$ cat src/rtl/ir_fusion_sched_if.sv
// IR sensing bus: A2D handshake plus the latched fusion results.
interface ir_fusion_sched_if;
    logic        en;
    logic        strt_cnv;
    logic [2:0]  chnnl;
    logic        cnv_cmplt;
    logic [11:0] res;
    logic [11:0] lft_IR;
    logic [11:0] rght_IR;
    logic        lft_opn;
    logic        rght_opn;
    logic [8:0]  IR_Dtrm;
    logic        en_fusion;
    logic        smpl_vld;
    logic        cnv_err;

    // Scheduler side
    modport master (
        input  en, cnv_cmplt, res,
        output strt_cnv, chnnl, lft_IR, rght_IR, lft_opn, rght_opn,
               IR_Dtrm, en_fusion, smpl_vld, cnv_err
    );

    // A2D / consumer side
    modport slave (
        output en, cnv_cmplt, res,
        input  strt_cnv, chnnl, lft_IR, rght_IR, lft_opn, rght_opn,
               IR_Dtrm, en_fusion, smpl_vld, cnv_err
    );
endinterface

$ cat src/rtl/ir_fusion_sched.sv
// IR wall-sensor acquisition scheduler for the heading-fusion datapath.
// Converts left then right once per sample period, then derives the
// opening flags, the saturated derivative term and the fusion enable.
// Optional feature: define IR_FILTER_EN to average each new reading with
// the previously latched value (first sample after enable is raw).
module ir_fusion_sched #(
    parameter logic [2:0]  LFT_CHNNL  = 3'd1,
    parameter logic [2:0]  RGHT_CHNNL = 3'd0,
    parameter logic [15:0] SMPL_PER   = 16'd50000,
    parameter logic [11:0] OPN_THRES  = 12'h111,
    parameter int unsigned DTRM_SHFT  = 2,
    parameter logic [9:0]  CNV_TMO    = 10'd1023
) (
    input  logic               clk,
    input  logic               rst,
    ir_fusion_sched_if.master  bus
);

    localparam int unsigned RW = 12;   // reading width
    localparam int unsigned EW = 13;   // error width
    localparam int unsigned DW = 14;   // delta width
    localparam int unsigned OW = 9;    // derivative output width

    typedef enum logic [2:0] {
        IDLE     = 3'd0,
        WAIT_PER = 3'd1,
        CNV_L    = 3'd2,
        WAIT_L   = 3'd3,
        CNV_R    = 3'd4,
        WAIT_R   = 3'd5,
        CALC     = 3'd6
    } state_t;

    state_t state_q, state_d;

    logic [15:0]          per_cnt_q;
    logic [9:0]           tmr_q;
    logic [RW-1:0]        lft_hold_q;
    logic [1:0]           smpl_cnt_q;
    logic signed [EW-1:0] prev_err_q;

    logic                 strt_q, strt_d;
    logic [2:0]           chnnl_q, chnnl_d;
    logic [RW-1:0]        lft_ir_q, rght_ir_q;
    logic                 lft_opn_q, rght_opn_q;
    logic [OW-1:0]        dtrm_q;
    logic                 fus_q;
    logic                 smpl_vld_q;
    logic                 cnv_err_q;

    logic                 ld_lft, ld_calc, set_err;
    logic                 per_wrap, tmo;

    logic [RW-1:0]        lft_filt_c, rght_filt_c;
    logic signed [EW-1:0] err_c;
    logic signed [DW-1:0] delta_c, dsh_c;
    logic signed [OW-1:0] sat_c;
    logic                 l_opn_c, r_opn_c;
    logic [1:0]           cnt_nxt_c;
    logic [OW-1:0]        dtrm_nxt_c;
    logic signed [EW-1:0] prev_nxt_c;
    logic                 fus_nxt_c;

    assign per_wrap = (per_cnt_q == (SMPL_PER - 16'd1));
    assign tmo      = (tmr_q == (CNV_TMO - 10'd1));

    // State register
    always_ff @(posedge clk or posedge rst) begin
        if (rst) state_q <= IDLE;
        else     state_q <= state_d;
    end

    // Next-state and control strobes
    always_comb begin
        state_d = state_q;
        ld_lft  = 1'b0;
        ld_calc = 1'b0;
        set_err = 1'b0;
        if (!bus.en) begin
            state_d = IDLE;
        end else begin
            case (state_q)
                IDLE:     state_d = WAIT_PER;
                WAIT_PER: if (per_wrap) state_d = CNV_L;
                CNV_L:    state_d = WAIT_L;
                WAIT_L: begin
                    if (bus.cnv_cmplt) begin
                        state_d = CNV_R;
                        ld_lft  = 1'b1;
                    end else if (tmo) begin
                        state_d = WAIT_PER;
                        set_err = 1'b1;
                    end
                end
                CNV_R:    state_d = WAIT_R;
                WAIT_R: begin
                    if (bus.cnv_cmplt) begin
                        state_d = CALC;
                        ld_calc = 1'b1;
                    end else if (tmo) begin
                        state_d = WAIT_PER;
                        set_err = 1'b1;
                    end
                end
                CALC:     state_d = WAIT_PER;
                default:  state_d = IDLE;
            endcase
        end
        strt_d  = (state_d == CNV_L) || (state_d == CNV_R);
        chnnl_d = chnnl_q;
        if (state_d == CNV_L) chnnl_d = LFT_CHNNL;
        if (state_d == CNV_R) chnnl_d = RGHT_CHNNL;
    end

    // Optional averaging of new readings against the last latched value
`ifdef IR_FILTER_EN
    assign lft_filt_c  = (smpl_cnt_q == 2'd0) ? bus.res :
                         RW'((13'(bus.res) + 13'(lft_ir_q)) >> 1);
    assign rght_filt_c = (smpl_cnt_q == 2'd0) ? bus.res :
                         RW'((13'(bus.res) + 13'(rght_ir_q)) >> 1);
`else
    assign lft_filt_c  = bus.res;
    assign rght_filt_c = bus.res;
`endif

    // Error, delta and shifted derivative; right reading comes straight from res
    assign err_c   = $signed({1'b0, lft_hold_q}) - $signed({1'b0, rght_filt_c});
    assign delta_c = $signed({err_c[EW-1], err_c}) - $signed({prev_err_q[EW-1], prev_err_q});
    assign dsh_c   = delta_c >>> DTRM_SHFT;

    // Saturate the derivative to the 9-bit signed range
    always_comb begin
        sat_c = OW'(dsh_c);
        if (dsh_c > 14'sd255)       sat_c = 9'sd255;
        else if (dsh_c < -14'sd256) sat_c = $signed(9'h100);
    end

    assign l_opn_c    = (lft_hold_q < OPN_THRES);
    assign r_opn_c    = (rght_filt_c < OPN_THRES);
    assign cnt_nxt_c  = (smpl_cnt_q == 2'd2) ? 2'd2 : smpl_cnt_q + 2'd1;
    assign dtrm_nxt_c = ((smpl_cnt_q == 2'd0) || l_opn_c || r_opn_c) ? '0 : sat_c;
    assign prev_nxt_c = (l_opn_c || r_opn_c) ? '0 : err_c;
    assign fus_nxt_c  = (cnt_nxt_c == 2'd2) && !(l_opn_c && r_opn_c);

    // Free-running period counter and conversion timeout timer
    always_ff @(posedge clk or posedge rst) begin
        if (rst) begin
            per_cnt_q <= '0;
            tmr_q     <= '0;
        end else begin
            if (state_q == IDLE)  per_cnt_q <= '0;
            else if (per_wrap)    per_cnt_q <= '0;
            else                  per_cnt_q <= per_cnt_q + 16'd1;

            if ((state_q == CNV_L) || (state_q == CNV_R))       tmr_q <= '0;
            else if ((state_q == WAIT_L) || (state_q == WAIT_R)) tmr_q <= tmr_q + 10'd1;
        end
    end

    // Sample datapath and registered outputs
    always_ff @(posedge clk or posedge rst) begin
        if (rst) begin
            strt_q     <= 1'b0;
            chnnl_q    <= '0;
            lft_hold_q <= '0;
            smpl_cnt_q <= '0;
            prev_err_q <= '0;
            lft_ir_q   <= '0;
            rght_ir_q  <= '0;
            lft_opn_q  <= 1'b0;
            rght_opn_q <= 1'b0;
            dtrm_q     <= '0;
            fus_q      <= 1'b0;
            smpl_vld_q <= 1'b0;
            cnv_err_q  <= 1'b0;
        end else begin
            strt_q     <= strt_d;
            chnnl_q    <= chnnl_d;
            smpl_vld_q <= ld_calc;

            if (ld_lft) lft_hold_q <= lft_filt_c;

            if (ld_calc) begin
                lft_ir_q   <= lft_hold_q;
                rght_ir_q  <= rght_filt_c;
                lft_opn_q  <= l_opn_c;
                rght_opn_q <= r_opn_c;
                dtrm_q     <= dtrm_nxt_c;
                prev_err_q <= prev_nxt_c;
                smpl_cnt_q <= cnt_nxt_c;
                fus_q      <= fus_nxt_c;
            end else if (state_q == IDLE) begin
                smpl_cnt_q <= '0;
            end

            if (!bus.en) fus_q <= 1'b0;

            if (!bus.en)      cnv_err_q <= 1'b0;
            else if (set_err) cnv_err_q <= 1'b1;
        end
    end

    assign bus.strt_cnv  = strt_q;
    assign bus.chnnl     = chnnl_q;
    assign bus.lft_IR    = lft_ir_q;
    assign bus.rght_IR   = rght_ir_q;
    assign bus.lft_opn   = lft_opn_q;
    assign bus.rght_opn  = rght_opn_q;
    assign bus.IR_Dtrm   = dtrm_q;
    assign bus.en_fusion = bus.en & fus_q;
    assign bus.smpl_vld  = smpl_vld_q;
    assign bus.cnv_err   = cnv_err_q;

endmodule

$ cat src/flat_wrapper.sv
// flat-port wrapper written by rule: the top's interface ports become plain ports
module ir_fusion_sched_flat 
#(
    parameter logic [2:0]  LFT_CHNNL  = 3'd1,
    parameter logic [2:0]  RGHT_CHNNL = 3'd0,
    parameter logic [15:0] SMPL_PER   = 16'd50000,
    parameter logic [11:0] OPN_THRES  = 12'h111,
    parameter int unsigned DTRM_SHFT  = 2,
    parameter logic [9:0]  CNV_TMO    = 10'd1023
)
  (clk, rst, bus_en, bus_cnv_cmplt, bus_res, bus_strt_cnv, bus_chnnl, bus_lft_IR, bus_rght_IR, bus_lft_opn, bus_rght_opn, bus_IR_Dtrm, bus_en_fusion, bus_smpl_vld, bus_cnv_err);
  ir_fusion_sched_if bus_i ();
  input  logic clk;
  input  logic rst;
  input wire logic [$bits(bus_i.en)-1:0] bus_en;
  input wire logic [$bits(bus_i.cnv_cmplt)-1:0] bus_cnv_cmplt;
  input wire logic [$bits(bus_i.res)-1:0] bus_res;
  output wire logic [$bits(bus_i.strt_cnv)-1:0] bus_strt_cnv;
  output wire logic [$bits(bus_i.chnnl)-1:0] bus_chnnl;
  output wire logic [$bits(bus_i.lft_IR)-1:0] bus_lft_IR;
  output wire logic [$bits(bus_i.rght_IR)-1:0] bus_rght_IR;
  output wire logic [$bits(bus_i.lft_opn)-1:0] bus_lft_opn;
  output wire logic [$bits(bus_i.rght_opn)-1:0] bus_rght_opn;
  output wire logic [$bits(bus_i.IR_Dtrm)-1:0] bus_IR_Dtrm;
  output wire logic [$bits(bus_i.en_fusion)-1:0] bus_en_fusion;
  output wire logic [$bits(bus_i.smpl_vld)-1:0] bus_smpl_vld;
  output wire logic [$bits(bus_i.cnv_err)-1:0] bus_cnv_err;
  assign bus_i.en = bus_en;
  assign bus_i.cnv_cmplt = bus_cnv_cmplt;
  assign bus_i.res = bus_res;
  assign bus_strt_cnv = bus_i.strt_cnv;
  assign bus_chnnl = bus_i.chnnl;
  assign bus_lft_IR = bus_i.lft_IR;
  assign bus_rght_IR = bus_i.rght_IR;
  assign bus_lft_opn = bus_i.lft_opn;
  assign bus_rght_opn = bus_i.rght_opn;
  assign bus_IR_Dtrm = bus_i.IR_Dtrm;
  assign bus_en_fusion = bus_i.en_fusion;
  assign bus_smpl_vld = bus_i.smpl_vld;
  assign bus_cnv_err = bus_i.cnv_err;
  ir_fusion_sched #(.LFT_CHNNL(LFT_CHNNL), .RGHT_CHNNL(RGHT_CHNNL), .SMPL_PER(SMPL_PER), .OPN_THRES(OPN_THRES), .DTRM_SHFT(DTRM_SHFT), .CNV_TMO(CNV_TMO)) u_core (.clk(clk), .rst(rst), .bus(bus_i));
endmodule
$ cat config.mk
export PLATFORM = sky130hd
export DESIGN_NAME = ir_fusion_sched_flat
export DESIGN_NICKNAME = d
export VERILOG_FILES = /design/src/rtl/ir_fusion_sched_if.sv /design/src/rtl/ir_fusion_sched.sv /design/src/flat_wrapper.sv
export SDC_FILE = /design/constraint.sdc
export NUM_CORES = 1
export LEC_CHECK = 0
export CORE_MARGIN = 1
export CORE_UTILIZATION = 31
export DETAILED_ROUTE_END_ITERATION = 10
export DONT_BUFFER_PORTS = 1
export GPL_TIMING_DRIVEN = 0
export PLACE_DENSITY = 0.51
export SKIP_CTS_REPAIR_TIMING = 1
export SYNTH_ARGS = -nofsm -noshare
export SYNTH_HDL_FRONTEND = slang
export SYNTH_SLANG_ARGS = --single-unit
$ cat constraint.sdc
create_clock -name clk -period 4.2 [get_ports clk]
set_input_delay 0 -clock clk [delete_from_list [all_inputs] [get_ports clk]]
set_output_delay 0 -clock clk [all_outputs]
set_load 0.05 [all_outputs]
== Yosys cells after proc, flatten, opt, wreduce, memory -nomap -nowiden ==
Cells that the tools add are included.
Cells by class
  order comparisons: 4
  $add $sub $neg: 5
  reductions and logical operators: 16
  muxes and demuxes: 32
  bitwise logic cells: 1
  equality and inequality tests: 14
Operators with widths (count)
  $lt A12 B9 Y1 const B: 3
  $mux W16: 2
  $mux W9: 3
  $mux W3: 7
  $mux W10: 2
  $pmux W3 S6: 1
  $add A16 B1 Y16 const B: 1
  $eq A16 B16 Y1 const B: 1
  $sub A13 B13 Y14: 1
  $mux W1: 13
  $mux W13: 1
  $sub A12 B12 Y13: 1
  $eq A3 B3 Y1 const B: 4
  $gt A12 B9 Y1 const B: 1
  $add A10 B1 Y10 const B: 1
  $eq A10 B10 Y1 const B: 1
  $eq A3 B2 Y1 const B: 3
  $logic_or A1 B1 Y1: 6
  $mux W2: 3
  $reduce_bool A2 Y1: 3
  $eq A2 B2 Y1 const B: 2
  $ne A2 B1 Y1 const B: 2
  $reduce_or A2 Y1: 2
  $eq A3 B1 Y1 const B: 1
  other kinds (6): 7
Storage, ports and cells
  word-level logic and storage cells: 88
  bits in registers: 98
  bits of input ports: 16
  output and inout bits: 42

== Longest topological paths before layout ==
  depth after elaboration: 8
  mapped depth: 17
  gate-level depth less buffers: 17

== Worst setup path before layout ==
OpenSTA, ideal clock, no wires.
  kind: reg2reg
  from: register u_core.lft_hold_q[0]
  to: register u_core.dtrm_q[4] (netlist: u_core.bus.IR_Dtrm[4])
  slack: 0.543 ns
  arrival: 3.526 ns
  cell stages (with the launch flop): 17
  data required time: 4.068 ns
  period minus slack after synthesis: 3.657 ns
  cells stage by stage: dfrtp_1 inv_1 ha_1 fa_1 nor2b_1 o21a_1 nor2_1 xnor2_1 ha_1 a21o_1 a2111oi_4 o21ai_2 a221o_1 buf_6 o41a_1 a211oi_1 a22oi_1
On the way
  word-level cells in the longest chain between the ends: 6
Ends and longest elaborated chain
  start, declared: RTL line ir_fusion_sched.sv:38  | logic [RW-1:0] lft_hold_q;
  start signal, assigned: RTL line ir_fusion_sched.sv:181  | if (ld_lft) lft_hold_q <= lft_filt_c;
  $sub A12 B12 Y13: RTL line ir_fusion_sched.sv:127  | assign err_c = $signed({1'b0, lft_hold_q}) - $signed({1'b0, rght_filt_c});
  $sub A13 B13 Y14: RTL line ir_fusion_sched.sv:128  | assign delta_c = $signed({err_c[EW-1], err_c}) - $signed({prev_err_q[EW-1], prev_err_q});
  $lt A12 B9 Y1: RTL line ir_fusion_sched.sv:135  | else if (dsh_c < -14'sd256) sat_c = $signed(9'h100);
  $mux W9: RTL line ir_fusion_sched.sv:135
  $mux W9: RTL line ir_fusion_sched.sv:134  | if (dsh_c > 14'sd255) sat_c = 9'sd255;
  $mux W9 (*): RTL line ir_fusion_sched.sv:141  | assign dtrm_nxt_c = ((smpl_cnt_q == 2'd0) || l_opn_c || r_opn_c) ? '0 : sat_c;
  end signal, assigned: RTL line ir_fusion_sched.sv:188  | dtrm_q <= dtrm_nxt_c;
  end, declared: RTL line ir_fusion_sched.sv:46  | logic [OW-1:0] dtrm_q;
Mark *: on every way between the ends. The rest lies on a longest branch, timed or not.
A chain may end at the register's enable or synchronous reset.

== Final worst setup path ==
Ends and elaborated chain as after synthesis.

==> out/qor.txt <==
Post-DRT Antenna Nets -> 0
Chip Height -> 133 um
Clock Power Share -> 0.450
Tmin final -> 3.96 ns
clock root cell -> clkbuf_16
worst hold start -> bus_cnv_cmplt
YS warnings -> 0
share of layout cells above drive strength 1 -> 0.0802
most common cell after layout, fill and taps aside -> dfrtp_1
final setup fails -> 0
non-filler cells in the finished layout -> 831
I/O pins -> 58
reg2reg start -> u_core.lft_hold_q[0]
worst path required time -> 4.42 ns
fmax -> 253 MHz
Starting Density -> 0.318
worst setup margin -> 0.244 ns
core footprint -> 16,600 um2
Cells after DPL -> 797
# fillers -> 1,713
die area -> 17,600 um2
fin nets -> 651
hold_ws -> 0.0174 ns
Final Cycle Share -> 0.942
Yosys reg bits -> 96
Reg clk slew, reported paths -> 0.07 ns
gate count of the mapped netlist -> 575
P_leak -> 2.82 nW
clk sinks -> 96
row count -> 47
sequential-to-total area share from yosys stat -> 0.453
vias in the first global route -> 4,189
antenna violations before repair -> 0
Post-synth EDFFs -> 0
measured slew at the worst slew-check pin -> 0.582 ns
CTS HTree Levels -> 3
dpl cell area -> 5610 um2
Hold Path End -> u_core.state_q[1]
startpoint types -> register
die width -> 133 um
worst slack, placed -> 0.183 ns
Switching Share -> 0.225
GRT overflow -> 0
RSZ-0062 raised after global routing -> false
Sw Pwr -> 438 uW
number of buffers created by CTS -> 9
commonest non-fill, non-tap cells in the layout -> 96 x dfrtp_1, 91 x nand2_1, 45 x o21ai_0
fin. max-slew vios -> 0
Max Cap Viol -> 0
Worst R2R Setup Slack -> 0.24 ns
Seq pwr share -> 0.477
number of remaining DRC errors -> 0
PwrDens -> 318 nW/um2
maximum root-to-sink buffer count -> 2
Netlist Area Pre-Place -> 5300 um2
worst hold stages -> 3
Worst slew margin -> 0.607
Reg2Reg Capture Point -> u_core.bus.IR_Dtrm[4]
setup TNS -> 0 ns
vias -> 4,189
final count of hold timing violations -> 0
Pre-antenna DRT Iters -> 4
Tot GR Track Use -> 0.152
cell-internal power -> 1.51 mW
CP Class -> register to register
diode count -> 0
Area Growth Syn to Fin -> 15.7%
Clk Latency, worst-skew pair -> 0.35 ns
first-pass GRT wire length -> 21.2 mm
status -> complete, no violations
largest net degree at the start of global routing -> 61
Comb pwr share -> 0.074
Avg Inst Size Synth -> 9.21 um2
CTS tree -> yes
final instance area -> 6130 um2
I/O Buffers -> 0
Post-DP HPWL -> 9.27 mm
Avg WL per Cell -> 15.2 um
crit-path max FO -> 9
vias per cell -> 5.04
worst hold path type -> input pin to register
final WL -> 12.6 mm
Final Skew -> 0.00615 ns
critical path capture point type -> register
Synth cell types -> 60
worst path arrival time -> 4.18 ns
maximum vdd drop -> 0.180 mV
Post-synth top flop -> dfrtp_1
Worst Reg2Reg Path Length in Cells -> 16
DRT iter0 DRCs -> 170
Synth async-reset ratio -> 1.00
routability cong. -> 0.764
==> worst max-delay path: stages (launching register included) <==
cell       delay [ns]
dfrtp_1          0.34
inv_1            0.08
ha_1             0.21
fa_1             0.41
nor2b_1          0.13
o21a_1           0.14
nor2_1           0.05
xnor2_1          0.22
ha_1             0.30
a21o_1           0.24
a2111oi_4        0.37
o21ai_2          0.12
a221o_1          0.32
buf_6            0.15
o41a_1           0.38
a211oi_1         0.25
a22oi_1          0.12
==> power by group through the flow <==
stage          registers, mW  clock network [mW]  logic, mW
2_1_floorplan          0.946                   0     0.0980
3_3_place_gp           0.946                   0      0.121
3_5_place_dp           0.946                   0      0.126
4_1_cts                0.928               0.909      0.127
5_1_grt                0.928               0.939      0.162
6_report               0.929               0.876      0.144
==> routing by layer <==
metal  part of all wire  global-route usage  up-vias
met5                  0                   0        -
met4              0.011              0.0453        0
met3              0.052              0.0456        9
met2               0.49               0.258       63
met1               0.45               0.183     2058
li1                   -                   -     2059
==> Yosys cell counts (all sizes together) (3+ instances only) <==
cell | n | area share
a211oi | 3 | 0.0043
a21o | 6 | 0.0085
a21oi | 25 | 0.024
a22o | 6 | 0.0099
a22oi | 3 | 0.0043
a31oi | 8 | 0.0094
a32oi | 5 | 0.0083
and2 | 5 | 0.0059
and3 | 9 | 0.011
buf | 6 | 0.0076
clkbuf | 17 | 0.012
dfrtp | 96 | 0.45
ha | 28 | 0.066
inv | 39 | 0.028
mux2 | 10 | 0.021
nand2 | 91 | 0.064
nand2b | 6 | 0.0071
nand3 | 20 | 0.019
nor2 | 37 | 0.026
nor2b | 8 | 0.0094
nor3 | 11 | 0.010
o211ai | 5 | 0.0071
o21a | 5 | 0.0071
o21ai | 47 | 0.045
o31ai | 7 | 0.0099
o41ai | 3 | 0.0064
or2 | 7 | 0.0083
or3 | 3 | 0.0035
xnor2 | 19 | 0.031
xor2 | 11 | 0.018
==> logic make-up (layout without fill, tap and decap cells) <==
logic type | count (synthesis) | count (layout) | synth area share
XOR/XNOR | 30 | 30 | 0.0496
AND/OR/NAND/NOR | 206 | 206 | 0.179
flip-flops | 96 | 96 | 0.453
multiplexers | 12 | 12 | 0.0257
adder cells (fa/ha/maj) | 29 | 29 | 0.0699
AO/OA/AOI/OAI | 139 | 139 | 0.175
buffers and inverters | 62 | 97 | 0.0472
other | 1 | 2 | 0.000708
==> state kept, by name, indices dropped and copies added, names as in the netlist, 2 cells and up <==
name,cells
u_core.bus.IR_Dtrm,9
u_core.bus.lft_IR,12
u_core.bus.rght_IR,12
u_core.lft_hold_q,12
u_core.per_cnt_q,16
u_core.prev_err_q,13
u_core.smpl_cnt_q,2
u_core.state_q,3
u_core.tmr_q,10
==> per-stage QoR <==
stage                util  power [mW]
finish              0.368        1.95
global route        0.368        2.03
floorplan               -        1.04
CTS                 0.356        1.96
global placement    0.335        1.07
detailed placement  0.337        1.07
==> final cells by class <==
cell class	instances	area, um2	area share
Timing Repair Buffer	19	203	0.0331
Clock inverter	2	35.0	0.00571
Sequential cell	96	2400	0.392
Multi-Input combinational cell	418	2680	0.437
Buffer	23	104	0.0169
Clock buffer	14	284	0.0463
Tap cell	220	275	0.0449
Inverter	39	149	0.0243
==> how the worst max path moves through the flow <==
stage                               from                     to
floorplan           u_core.lft_hold_q[0]  u_core.bus.IR_Dtrm[4]
global placement    u_core.lft_hold_q[0]  u_core.bus.IR_Dtrm[4]
detailed placement  u_core.lft_hold_q[0]  u_core.bus.IR_Dtrm[1]
CTS                 u_core.lft_hold_q[0]  u_core.bus.IR_Dtrm[2]
global route        u_core.lft_hold_q[0]  u_core.bus.IR_Dtrm[4]
finish              u_core.lft_hold_q[0]  u_core.bus.IR_Dtrm[4]
Power figures use the tool's default switching activity.
